## src/rtl/mo_response_capture_if.sv

```systemverilog
// rtl/mo_response_capture_if.sv - stimulus/response bundle between the capture stage and its driver.
interface mo_response_capture_if #(
   parameter int CNT_W = 5
);
   logic             start;
   logic             abort;
   logic             Falpha;
   logic             Fbeta;
   logic             Fgamma;
   logic [3:0]       vec_out;
   logic             busy;
   logic             done;
   logic             result_valid;
   logic [15:0]      signature;
   logic [CNT_W-1:0] cnt_alpha;
   logic [CNT_W-1:0] cnt_beta;
   logic [CNT_W-1:0] cnt_gamma;

   modport master (
      output start, abort, Falpha, Fbeta, Fgamma,
      input  vec_out, busy, done, result_valid, signature,
             cnt_alpha, cnt_beta, cnt_gamma
   );

   modport slave (
      input  start, abort, Falpha, Fbeta, Fgamma,
      output vec_out, busy, done, result_valid, signature,
             cnt_alpha, cnt_beta, cnt_gamma
   );
endinterface

```

## src/rtl/mo_response_capture.sv

```systemverilog
// rtl/mo_response_capture.sv - drives {A,B,C,D} through a vector sweep, counts ones per output
// and folds every response into a 16-bit MISR signature.
module mo_response_capture #(
   parameter int          NUM_VECTORS = 16,
   parameter int          CNT_W       = 5,
   parameter logic [15:0] SEED        = 16'hFFFF,
   parameter logic [15:0] POLY        = 16'h100B
) (
   input  logic                 clk,
   input  logic                 rst,
   mo_response_capture_if.slave bus
);
   typedef enum logic [1:0] {
      IDLE    = 2'd0,
      CAPTURE = 2'd1,
      DONE    = 2'd2
   } state_t;

   state_t           r_state;
   state_t           w_state_next;
   logic             w_load;
   logic             w_sample;
   logic             w_last;

   logic [CNT_W-1:0] r_idx;
   logic [CNT_W-1:0] w_idx_next;
   logic [3:0]       r_vec;
   logic             r_valid;
   logic [15:0]      r_sig;
   logic [15:0]      w_sig_next;
   logic [CNT_W-1:0] r_cnt_a;
   logic [CNT_W-1:0] r_cnt_b;
   logic [CNT_W-1:0] r_cnt_g;

   always_ff @(posedge clk or posedge rst) begin
      if (rst) begin
         r_state <= IDLE;
      end else begin
         r_state <= w_state_next;
      end
   end

   // abort wins over everything, including a start seen in IDLE
   always_comb begin
      w_state_next = r_state;
      w_load       = 1'b0;
      w_sample     = 1'b0;
      w_last       = 1'b0;
      if (bus.abort) begin
         w_state_next = IDLE;
      end else begin
         case (r_state)
            IDLE: begin
               if (bus.start) begin
                  w_state_next = CAPTURE;
                  w_load       = 1'b1;
               end
            end
            CAPTURE: begin
               w_sample = 1'b1;
               if (r_idx == CNT_W'(NUM_VECTORS - 1)) begin
                  w_state_next = DONE;
                  w_last       = 1'b1;
               end
            end
            DONE: begin
               w_state_next = IDLE;
            end
            default: begin
               w_state_next = IDLE;
            end
         endcase
      end
   end

   assign w_idx_next = r_idx + CNT_W'(1);

   // Galois-style MISR: shift, fold in POLY on carry-out, then xor the three responses into the low bits
   assign w_sig_next = {r_sig[14:0], 1'b0}
                     ^ (r_sig[15] ? POLY : 16'h0000)
                     ^ {13'b0, bus.Falpha, bus.Fbeta, bus.Fgamma};

   always_ff @(posedge clk or posedge rst) begin
      if (rst) begin
         r_idx   <= '0;
         r_vec   <= 4'd0;
         r_valid <= 1'b0;
         r_sig   <= 16'h0000;
         r_cnt_a <= '0;
         r_cnt_b <= '0;
         r_cnt_g <= '0;
      end else if (bus.abort) begin
         r_vec   <= 4'd0;
         r_valid <= 1'b0;
      end else if (w_load) begin
         r_idx   <= '0;
         r_vec   <= 4'd0;
         r_valid <= 1'b0;
         r_sig   <= SEED;
         r_cnt_a <= '0;
         r_cnt_b <= '0;
         r_cnt_g <= '0;
      end else if (w_sample) begin
         r_idx   <= w_idx_next;
         r_sig   <= w_sig_next;
         r_cnt_a <= r_cnt_a + CNT_W'(bus.Falpha);
         r_cnt_b <= r_cnt_b + CNT_W'(bus.Fbeta);
         r_cnt_g <= r_cnt_g + CNT_W'(bus.Fgamma);
         // vectors wrap modulo 16; the circuit is parked at 0 once the last sample is in
         r_vec   <= w_last ? 4'd0 : 4'(w_idx_next);
         if (w_last) begin
            r_valid <= 1'b1;
         end
      end
   end

   assign bus.vec_out      = r_vec;
   assign bus.busy         = (r_state == CAPTURE);
   assign bus.done         = (r_state == DONE);
   assign bus.result_valid = r_valid;
   assign bus.signature    = r_sig;
   assign bus.cnt_alpha    = r_cnt_a;
   assign bus.cnt_beta     = r_cnt_b;
   assign bus.cnt_gamma    = r_cnt_g;

endmodule

```

## src/flat_wrapper.sv

```systemverilog
// flat-port wrapper written by rule: the top's interface ports become plain ports
module mo_response_capture_flat 
#(
   parameter int          NUM_VECTORS = 16,
   parameter int          CNT_W       = 5,
   parameter logic [15:0] SEED        = 16'hFFFF,
   parameter logic [15:0] POLY        = 16'h100B
)
  (clk, rst, bus_start, bus_abort, bus_Falpha, bus_Fbeta, bus_Fgamma, bus_vec_out, bus_busy, bus_done, bus_result_valid, bus_signature, bus_cnt_alpha, bus_cnt_beta, bus_cnt_gamma);
  mo_response_capture_if #(.CNT_W(CNT_W)) bus_i ();
  input  logic clk;
  input  logic rst;
  input wire logic [$bits(bus_i.start)-1:0] bus_start;
  input wire logic [$bits(bus_i.abort)-1:0] bus_abort;
  input wire logic [$bits(bus_i.Falpha)-1:0] bus_Falpha;
  input wire logic [$bits(bus_i.Fbeta)-1:0] bus_Fbeta;
  input wire logic [$bits(bus_i.Fgamma)-1:0] bus_Fgamma;
  output wire logic [$bits(bus_i.vec_out)-1:0] bus_vec_out;
  output wire logic [$bits(bus_i.busy)-1:0] bus_busy;
  output wire logic [$bits(bus_i.done)-1:0] bus_done;
  output wire logic [$bits(bus_i.result_valid)-1:0] bus_result_valid;
  output wire logic [$bits(bus_i.signature)-1:0] bus_signature;
  output wire logic [$bits(bus_i.cnt_alpha)-1:0] bus_cnt_alpha;
  output wire logic [$bits(bus_i.cnt_beta)-1:0] bus_cnt_beta;
  output wire logic [$bits(bus_i.cnt_gamma)-1:0] bus_cnt_gamma;
  assign bus_i.start = bus_start;
  assign bus_i.abort = bus_abort;
  assign bus_i.Falpha = bus_Falpha;
  assign bus_i.Fbeta = bus_Fbeta;
  assign bus_i.Fgamma = bus_Fgamma;
  assign bus_vec_out = bus_i.vec_out;
  assign bus_busy = bus_i.busy;
  assign bus_done = bus_i.done;
  assign bus_result_valid = bus_i.result_valid;
  assign bus_signature = bus_i.signature;
  assign bus_cnt_alpha = bus_i.cnt_alpha;
  assign bus_cnt_beta = bus_i.cnt_beta;
  assign bus_cnt_gamma = bus_i.cnt_gamma;
  mo_response_capture #(.NUM_VECTORS(NUM_VECTORS), .CNT_W(CNT_W), .SEED(SEED), .POLY(POLY)) u_core (.clk(clk), .rst(rst), .bus(bus_i));
endmodule
```

## config.mk

```make
export PLATFORM = sky130hd
export DESIGN_NAME = mo_response_capture_flat
export DESIGN_NICKNAME = d
export VERILOG_FILES = /design/src/rtl/mo_response_capture_if.sv /design/src/rtl/mo_response_capture.sv /design/src/flat_wrapper.sv
export SDC_FILE = /design/constraint.sdc
export NUM_CORES = 1
export LEC_CHECK = 0
export BUFFER_PORTS_ARGS = -buffer_cell sky130_fd_sc_hd__buf_4
export CAP_MARGIN = 15
export CORE_MARGIN = 8
export CORE_UTILIZATION = 53
export CTS_CLUSTER_SIZE = 16
export DETAILED_ROUTE_END_ITERATION = 8
export PLACE_DENSITY = 0.78
export RECOVER_POWER = 25
export SYNTH_ARGS = -nofsm -noshare
export SYNTH_HDL_FRONTEND = slang
export SYNTH_SLANG_ARGS = --single-unit
```

## constraint.sdc

```tcl
create_clock -name clk -period 2 [get_ports clk]
set_input_delay 0.4 -clock clk [delete_from_list [all_inputs] [get_ports clk]]
set_output_delay 0.4 -clock clk [all_outputs]
set_load 0.01 [all_outputs]
```

==> flow_summary.ini, run 1 <==
[routing]
postRouteAntennaNets = 0
first_iter_violations = 176
wl_um = 4430
vias = 1601
wire_per_inst_um = 14.97
avgViaCountPerCell = 5.409
dr.pass1.iters = 4
drc = 0

[floorplan]
die_area_mm2 = 0.006059
start_util = 0.5537
die_y_um = 77.84
rows = 22
core_area_mm2 = 0.003661
die_w_um = 77.84
io_pins = 45

[synth]
ys_ff_latch = 43
syn_area_mm2 = 0.002027
syn_inst = 202
async_reset_ff_frac = 1.000
ys_warn_count = 0
syn_nets = 217
synth_top_area_share = 0.5309
synth_edf_count = 0
postSynthAreaPerCell_um2 = 10.03
synth_largest_area_cell = dfrtp_1
synth_cell_types = 35
yosysSeqAreaShare = 0.5309
synth_ff_type = dfrtp_1
ys_top_cells_by_area = dfrtp_1, nand2_1, ha_1, mux2i_1, nand3_1

[timing]
rsz0062_at_grt = false
period_minus_slack_ps = 1730
setup_violations = 0
fmax_mhz = 578.0
finalCritPeriodShare = 0.8650
clock_skew_ps = 10.84
hold_ws_ps = 316.3
tightest_slew_ps = 1036
fin_tns_setup_ps = 0
maxSlewHeadroom = 0.3094
slew_violations = 0
hold_viol = 0

[setup_path]
r2r-end = u_core.bus.vec_out[2]
reg2reg_slack_ps = 270
end_kind = flop
cp-startpoint = u_core.r_state[1]
arrival_ps = 1980
worstRegToRegCells = 4
r2r_start = u_core.r_state[1]
crit_required_ps = 2240
worstSetupPathType = reg2reg
crit_fanout = 20
worstSetupStartpointType = flop

[clock_network]
root_buffer = clkbuf_8
ctsResizeCount = 0
cts_buffer_depth = 2
path_clk_slew_ps = 80
ctsHoldBuffers = 0
cts_buffers = 5
cts.sinks = 43
clk_latency_ps = 300
cts_tree = yes
postCtsSetupBuffers = 0
cts_max_level = 2

[power]
switching_share = 0.3059
p_per_area_mw_per_mm2 = 862.6
p_int_mw = 1.500
combPwrFrac = 0.218
power_frac_clock = 0.274
p_leak_nw = 1.277
p_switching_uw = 660.9
power_frac_seq = 0.507
p_total_mw = 2.161
max-vdd-ir-drop_v = 0.0006187

[place]
gp_congestion = 0.7804
post_dp_cell_area_mm2 = 0.002409
portBuffers = 44
dp.final_hpwl_um = 3019

[global_routing]
grt_pass1_wl_um = 7638
grt_pass1_vias = 1619
antenna_found_initial = 0
grt_max_degree = 44
grt_overflow_total = 0
grt_usage = 0.1525

[min_path]
hp-class = in2reg
holdPathEnd = u_core.bus.result_valid
hold_path_depth = 2
hp-start = bus_abort

[outcome]
status = finished clean

[final_layout]
final_cell_area_mm2 = 0.002505
diodes = 0
final_layout_size_suffix_gt1_frac = 0.2581
fin_nets = 262
synthToLayoutAreaGrowth_pct = 23.58

[job]
cap_violations = 0
[per-layer routing]
layer	track usage	part of all wire	vias to the layer above	wire length, um
li1	-	-	775	-
met1	0.1962	0.45	777	2003
met2	0.2356	0.49	41	2150
met3	0.03802	0.045	8	198
met4	0.06981	0.018	0	78
met5	0	0	-	0
[final cells by class]
cell class                      instances  area, um^2
Inverter                                6       22.52
Multi-Input combinational cell        140       867.1
Clock buffer                            6       82.58
Clock inverter                          2       16.27
Tap cell                               48       60.06
Timing Repair Buffer                   51       380.4
Sequential cell                        43        1076
Fill cell                             299        1156
[critical path, stage by stage, from the launching register on]
cell	delay (ps)
dfrtp_1	500
or3b_1	560
buf_4	260
nor2_1	180
a22o_1	160
[cell usage after synthesis (all sizes together), types with 2 or more instances]
cell type / number
a21oi: 10
a22o: 5
buf: 5
clkbuf: 8
dfrtp: 43
ha: 8
inv: 6
mux2i: 7
nand2: 46
nand3: 13
nand4: 5
nor2: 5
nor2b: 3
o211ai: 5
o21ai: 6
or3: 2
or4b: 2
xnor2: 7
xor2: 2
[flip-flops by register name, summed over array words and instances, names as in the netlist]
register and count:
u_core.bus.signature 16, u_core.bus.cnt_alpha 5, u_core.bus.cnt_beta 5, u_core.bus.cnt_gamma 5, u_core.r_idx 5, u_core.bus.vec_out 4
u_core.r_state 2, u_core.bus.result_valid 1
[worst max-delay path by stage]
| stage | slack [ps] | depth (start not counted) | to |
|---|---|---|---|
| 2_1_floorplan | 460 | 6 | u_core.bus.cnt_alpha[2] |
| 3_3_place_gp | 320 | 5 | u_core.bus.vec_out[2] |
| 3_5_place_dp | 280 | 5 | u_core.bus.vec_out[1] |
| 4_1_cts | 260 | 4 | u_core.bus.vec_out[2] |
| 5_1_grt | 160 | 6 | u_core.bus.result_valid |
| 6_report | 270 | 4 | u_core.bus.vec_out[2] |
[per-stage QoR]
stage,std cells,utilization,setup slack (ps)
2_1_floorplan,202,-,459.5
3_3_place_gp,288,0.6579,324.2
3_5_place_dp,288,0.6579,277.1
4_1_cts,296,0.6849,263.1
5_1_grt,296,0.6842,159.8
6_report,296,0.6842,269.9
[power by group through the flow]
stage	Clock [mW]	Sequential [mW]	Combinational, mW
6_report	0.593	1.10	0.471
5_1_grt	0.635	1.11	0.529
4_1_cts	0.600	1.09	0.481
3_5_place_dp	0	1.11	0.479
3_3_place_gp	0	1.11	0.467
2_1_floorplan	0	1.12	0.241
[kinds of logic after synthesis]
logic type,synth area share
fa+ha+maj,0.04938
flops,0.5309
buf+inv,0.04136
simple gates,0.2019
compound gates,0.1031
xor+xnor,0.03889
mux,0.03457
[cell usage in the layout, fill, tap and decap left out, drive strengths merged, types with 5 or more instances in the layout]
cell type and instances:
a22o 5, ha 8, nand3 13, o211ai 5, dfrtp 43, nand4 5, buf 49, inv 5
xnor2 7, mux2i 7, nand2 46, nor2 5, o21ai 6, a21oi 10, clkbuf 8
Power figures use the tool's default switching activity.
==> run 2, diff against run 1 <==
--- a/config.mk
+++ b/config.mk
@@ -5,13 +5,14 @@
 export SDC_FILE = /design/constraint.sdc
 export NUM_CORES = 1
 export LEC_CHECK = 0
+export ABC_AREA = 1
 export BUFFER_PORTS_ARGS = -buffer_cell sky130_fd_sc_hd__buf_4
 export CAP_MARGIN = 15
 export CORE_MARGIN = 8
-export CORE_UTILIZATION = 53
+export CORE_UTILIZATION = 54
 export CTS_CLUSTER_SIZE = 16
 export DETAILED_ROUTE_END_ITERATION = 8
-export PLACE_DENSITY = 0.78
+export PLACE_DENSITY = 0.87
 export RECOVER_POWER = 25
 export SYNTH_ARGS = -nofsm -noshare
 export SYNTH_HDL_FRONTEND = slang
==> flow_summary.ini, run 2 <==
[outcome]
status = finished clean

[setup_path]
arrival_ps = 1680
crit_required_ps = 2180
end_kind = flop
crit_fanout = 42
worst_path_max_delay_cell = dfrtp_1
worstPathCellList = inv_2 -> nand2_2 -> nor2_2 -> buf_4 -> nand3_1 -> nand2_1 -> nor2_1
worstSetupStartpointType = flop
worst_path_largest_cell_delay_ps = 440
worstSetupPathType = reg2reg

[global_routing]
grt_max_degree = 44
grt_pass1_wl_um = 7741
grt_usage = 0.1529
antenna_found_initial = 0
grt_overflow_total = 0
grt_pass1_vias = 1691

[clock_network]
cts.sinks = 43
root_buffer = clkbuf_8
cts_buffers = 5
ctsHoldBuffers = 0
postCtsSetupBuffers = 0
cts_max_level = 2
cts_buffer_depth = 2
path_clk_slew_ps = 80
cts_tree = yes
ctsResizeCount = 0
clk_latency_ps = 300

[timing]
setup_violations = 0
tightest_slew_ps = 1027
fin_tns_setup_ps = 0
fmax_mhz = 670.3
slew_violations = 0
period_minus_slack_ps = 1492
maxSlewHeadroom = 0.3154
clock_skew_ps = 8.683
finalCritPeriodShare = 0.7459
hold_viol = 0
rsz0062_at_grt = false

[floorplan]
start_util = 0.5661
core_area_mm2 = 0.003689
rows = 22
io_pins = 45
die_y_um = 78.19
die_area_mm2 = 0.006113
die_w_um = 78.19

[place]
gp_congestion = 0.7299
portBuffers = 44
dp.final_hpwl_um = 3092

[synth]
synth_edf_count = 0
postSynthAreaPerCell_um2 = 8.523
synth_cell_types = 23
syn_area_mm2 = 0.002088
ys_ff_latch = 43
ys_warn_count = 0
synthTopCellsByCount = nand2_1, dfrtp_1, nand3_1, inv_1, nand4_1
syn_inst = 245
synth_largest_area_cell = dfrtp_1
synth_top_area_share = 0.5153
ys_top_cells_by_area = dfrtp_1, nand2_1, nand3_1, ha_1, nand4_1
synth_ff_type = dfrtp_1
yosysMostFrequentCell = nand2_1
syn_nets = 260
async_reset_ff_frac = 1.000
yosysSeqAreaShare = 0.5153

[routing]
first_iter_violations = 158
met3_length_um = 284
wire_per_inst_um = 12.94
wl_um = 4388
wl_met1_um = 2135
met2_length_um = 1913
drc = 0
dr.pass1.iters = 4
avgViaCountPerCell = 5.124
vias = 1737
postRouteAntennaNets = 0
routed.top_layer = met4

[power]
max-vdd-ir-drop_v = 0.0004582
p_per_area_mw_per_mm2 = 892.9
p_total_mw = 2.262
p_leak_nw = 1.357

[final_layout]
final_layout_size_suffix_gt1_frac = 0.2199
diodes = 0
mostFrequentLayoutCell = nand2_1
seq_area_mm2 = 0.001076
synthToLayoutAreaGrowth_pct = 21.33
fin_nets = 305
multi_input_area_um2 = 868.3
final_cell_mix = nand2_1, buf_4, dfrtp_1, nand3_1, inv_1
largest_reg_flops = 16
final.fill_count = 337

[min_path]
hp-class = in2reg

[job]
cap_violations = 0
## run 2: cell types whose count changed after synthesis, moves of 4 or more
cell	previous run	this run
inv_1	6	18
a21oi_1	10	4
inv_2	0	4
o21ai_0	6	1
a22o_1	5	0
nand2_1	46	84
clkbuf_1	8	1
nand3_1	13	22
nor2_1	5	10
mux2i_1	7	0
nand4_1	5	15
xnor2_1	7	0
o211ai_1	5	12
## run 2: cell families after synthesis
logic type | after synthesis | share of synthesized area
adders and majority gates | 8 | 0.04793
xor gates and xnor gates | 5 | 0.02097
and+or+nand+nor | 136 | 0.2840
DFF | 43 | 0.5153
buffers and inverters | 33 | 0.06889
AOI/OAI and AO/OA | 20 | 0.06291
## run 2: cell type report
cell class	count	share of cell area
clock inverter	2	0.004938
tap	48	0.02370
inverter	23	0.03407
sequential	43	0.4247
clock buffer	6	0.02864
timing repair buffer	48	0.1412
multi-input combinational	169	0.3427
## run 2: worst paths after layout
path,cells after the start,endpoint,slack [ps],start
hold reg to reg,2,u_core.bus.cnt_beta[0],520,u_core.bus.cnt_beta[0]
hold / removal,2,u_core.r_state[1],280,bus_abort
setup / recovery,7,u_core.bus.cnt_beta[2],510,u_core.r_state[1]
max in group asynchronous,3,u_core.r_idx[4],940,rst
min in group asynchronous,3,u_core.r_state[0],430,rst
setup reg to reg,7,u_core.bus.cnt_beta[2],510,u_core.r_state[1]
## run 2: per-layer routing
metal	global-route usage	up-vias
met1	0.1969	798
met3	0.06150	6
met5	0	-
li1	-	895
met4	0.05000	0
met2	0.2287	38
## run 2: worst max-delay path: cells and delay by family, from the launching register on
| family | cells | cell delay [ps] |
|---|---|---|
| buffers and inverters | 2 | 460 |
| flip-flops | 1 | 440 |
| AND/OR/NAND/NOR | 5 | 460 |
## run 2: power by group
part / internal, mW / switching [mW] / total, mW
registers: 1.00 / 0.129 / 1.13
clock network: 0.244 / 0.296 / 0.541
logic: 0.278 / 0.315 / 0.592
## run 2: metrics by stage
step | worst slack [ps] | utilization | instances | hold WS, ps | instance area, um^2
final | 508.2 | 0.6869 | 339 | 280.1 | 2534
after global routing | 380.2 | 0.6869 | 339 | 276.9 | 2534
after CTS | 524.1 | 0.6876 | 339 | 249.7 | 2536
after detailed placement | 541.4 | 0.6645 | 331 | 494.8 | 2451
after global placement | 590.0 | 0.6645 | 331 | 489.1 | 2451
after floorplan | 597.3 | - | 245 | 466.4 | 2088
==> run 3, diff against run 2 <==
--- a/config.mk
+++ b/config.mk
@@ -9,10 +9,10 @@
 export BUFFER_PORTS_ARGS = -buffer_cell sky130_fd_sc_hd__buf_4
 export CAP_MARGIN = 15
 export CORE_MARGIN = 8
-export CORE_UTILIZATION = 54
+export CORE_UTILIZATION = 48
 export CTS_CLUSTER_SIZE = 16
 export DETAILED_ROUTE_END_ITERATION = 8
-export PLACE_DENSITY = 0.87
+export PLACE_DENSITY = 0.83
 export RECOVER_POWER = 25
 export SYNTH_ARGS = -nofsm -noshare
 export SYNTH_HDL_FRONTEND = slang
==> constraint.sdc (replaced) <==
create_clock -name clk -period 1.3 [get_ports clk]
set_input_delay 0.26 -clock clk [delete_from_list [all_inputs] [get_ports clk]]
set_output_delay 0.26 -clock clk [all_outputs]
set_load 0.01 [all_outputs]
==> flow_summary.ini, run 3 (synthesis gave the netlist of run 2 again) <==
[routing]
first_iter_violations = 146
drc = 0
wl_met1_um = 2315
wl_um = 5360
dr.pass1.iters = 4
wire_per_inst_um = 14.89
met3_length_um = 357
routed.top_layer = met4
postRouteAntennaNets = 0
vias = 1866
met2_length_um = 2606
avgViaCountPerCell = 5.183

[timing]
tightest_slew_ps = 1060
hold_viol = 0
fin_tns_setup_ps = 0
period_minus_slack_ps = 1294
fmax_mhz = 772.6
slew_violations = 0
rsz0062_at_grt = true
finalCritPeriodShare = 0.9956
maxSlewHeadroom = 0.2930
clock_skew_ps = 5.934
setup_violations = 0

[setup_path]
crit_required_ps = 1040
end_kind = output pin
arrival_ps = 1030
worstSetupPathType = reg2out
crit_fanout = 3
worstSetupStartpointType = flop

[floorplan]
io_pins = 45
rows = 24
die_w_um = 81.96
die_y_um = 81.96
start_util = 0.4897
die_area_mm2 = 0.006717
core_area_mm2 = 0.004264

[final_layout]
synthToLayoutAreaGrowth_pct = 36.73
mostFrequentLayoutCell = nand2_1
seq_area_mm2 = 0.001076
diodes = 0
fin_nets = 322
largest_reg_flops = 16
final.fill_count = 347
final_cell_mix = nand2_1, buf_4, dfrtp_1, nand3_1, inv_1
final_layout_size_suffix_gt1_frac = 0.3182
multi_input_area_um2 = 923.4
finish.utilization = 0.6696

[global_routing]
grt_pass1_wl_um = 7866
grt_max_degree = 44
grt_pass1_vias = 1762
grt_overflow_total = 0
grt_usage = 0.1478
antenna_found_initial = 0

[place]
portBuffers = 44
gp_congestion = 0.8008
dp.final_hpwl_um = 3252

[clock_network]
cts_buffers = 5
root_buffer = clkbuf_8
cts_buffer_depth = 2
cts_tree = yes
clk_latency_ps = 290
cts_max_level = 2
cts.sinks = 43
path_clk_slew_ps = 80
ctsHoldBuffers = 0

[power]
p_leak_nw = 1.485
p_per_area_mw_per_mm2 = 1378
max-vdd-ir-drop_v = 0.0008880

[min_path]
hp-class = in2reg

[job]
cap_violations = 0

[outcome]
status = finished clean
[run 3: changes by cell type in the layout (fill, tap and decap cells not counted), moves of 2 or more]
cell and delta:
nor2_1 -3, clkbuf_16 +3, nand2_2 +2, buf_4 +8
buf_6 +3, nor2_2 +2, buf_12 +3, nand3_1 -3
nand3_2 +3, ha_2 +6, nand2_1 -3, ha_1 -6
[run 3: cell type report]
type	count	share of cell area
clock buffer	6	0.02892
timing repair buffer	65	0.2055
tap	52	0.02279
inverter	23	0.03024
sequential	43	0.3769
multi-input combinational	169	0.3234
clock inverter	2	0.01227
[run 3: per-stage QoR]
| step | setup WS, ps | power, mW | area [um^2] | hold WS, ps | instances |
|---|---|---|---|---|---|
| 6_report | 5.692 | 3.933 | 2855 | 173.1 | 360 |
| 5_1_grt | -53.02 | 4.165 | 2855 | 165.8 | 360 |
| 4_1_cts | 2.215 | 3.850 | 2681 | 32.24 | 351 |
| 3_5_place_dp | -3.807 | 2.774 | 2554 | 352.3 | 343 |
| 3_3_place_gp | 51.56 | 2.746 | 2554 | 347.2 | 343 |
| 2_1_floorplan | 29.75 | 2.263 | 2088 | 326.4 | 245 |
[run 3: final timing paths]
check | to | startpoint | cells past startpoint | slack, ps
min in group asynchronous | u_core.bus.signature[9] | rst | 3 | 310
max in group asynchronous | u_core.r_idx[2] | rst | 3 | 350
hold reg to reg | u_core.bus.cnt_alpha[0] | u_core.bus.cnt_alpha[0] | 2 | 520
hold / removal | u_core.r_state[1] | bus_abort | 2 | 170
setup reg to reg | u_core.bus.vec_out[3] | u_core.r_idx[1] | 9 | 6
setup / recovery | bus_done | u_core.r_state[0] | 3 | 6
[run 3: power breakdown]
part,switching (mW),internal (mW)
clock,0.445,0.622
combinational,0.579,0.580
sequential,0.168,1.54
[run 3: routing by layer]
metal  vias to the layer above  GRT usage
li1                        934          -
met1                       874     0.1812
met2                        51     0.2463
met3                         7    0.04486
met4                         0    0.04035
met5                         -          0
[run 3: critical path, stage by stage, from the launching register on]
cell and delay, ps:
dfrtp_1 410, buf_6 140, nor2_2 70, buf_4 120
[run 3: what timing repair did]
item	in CTS	in global routing
gates cloned	0	4
pin swaps	2	6
gates resized for setup	3	17
buffers inserted	1	5
setup endpoints to repair	3	26
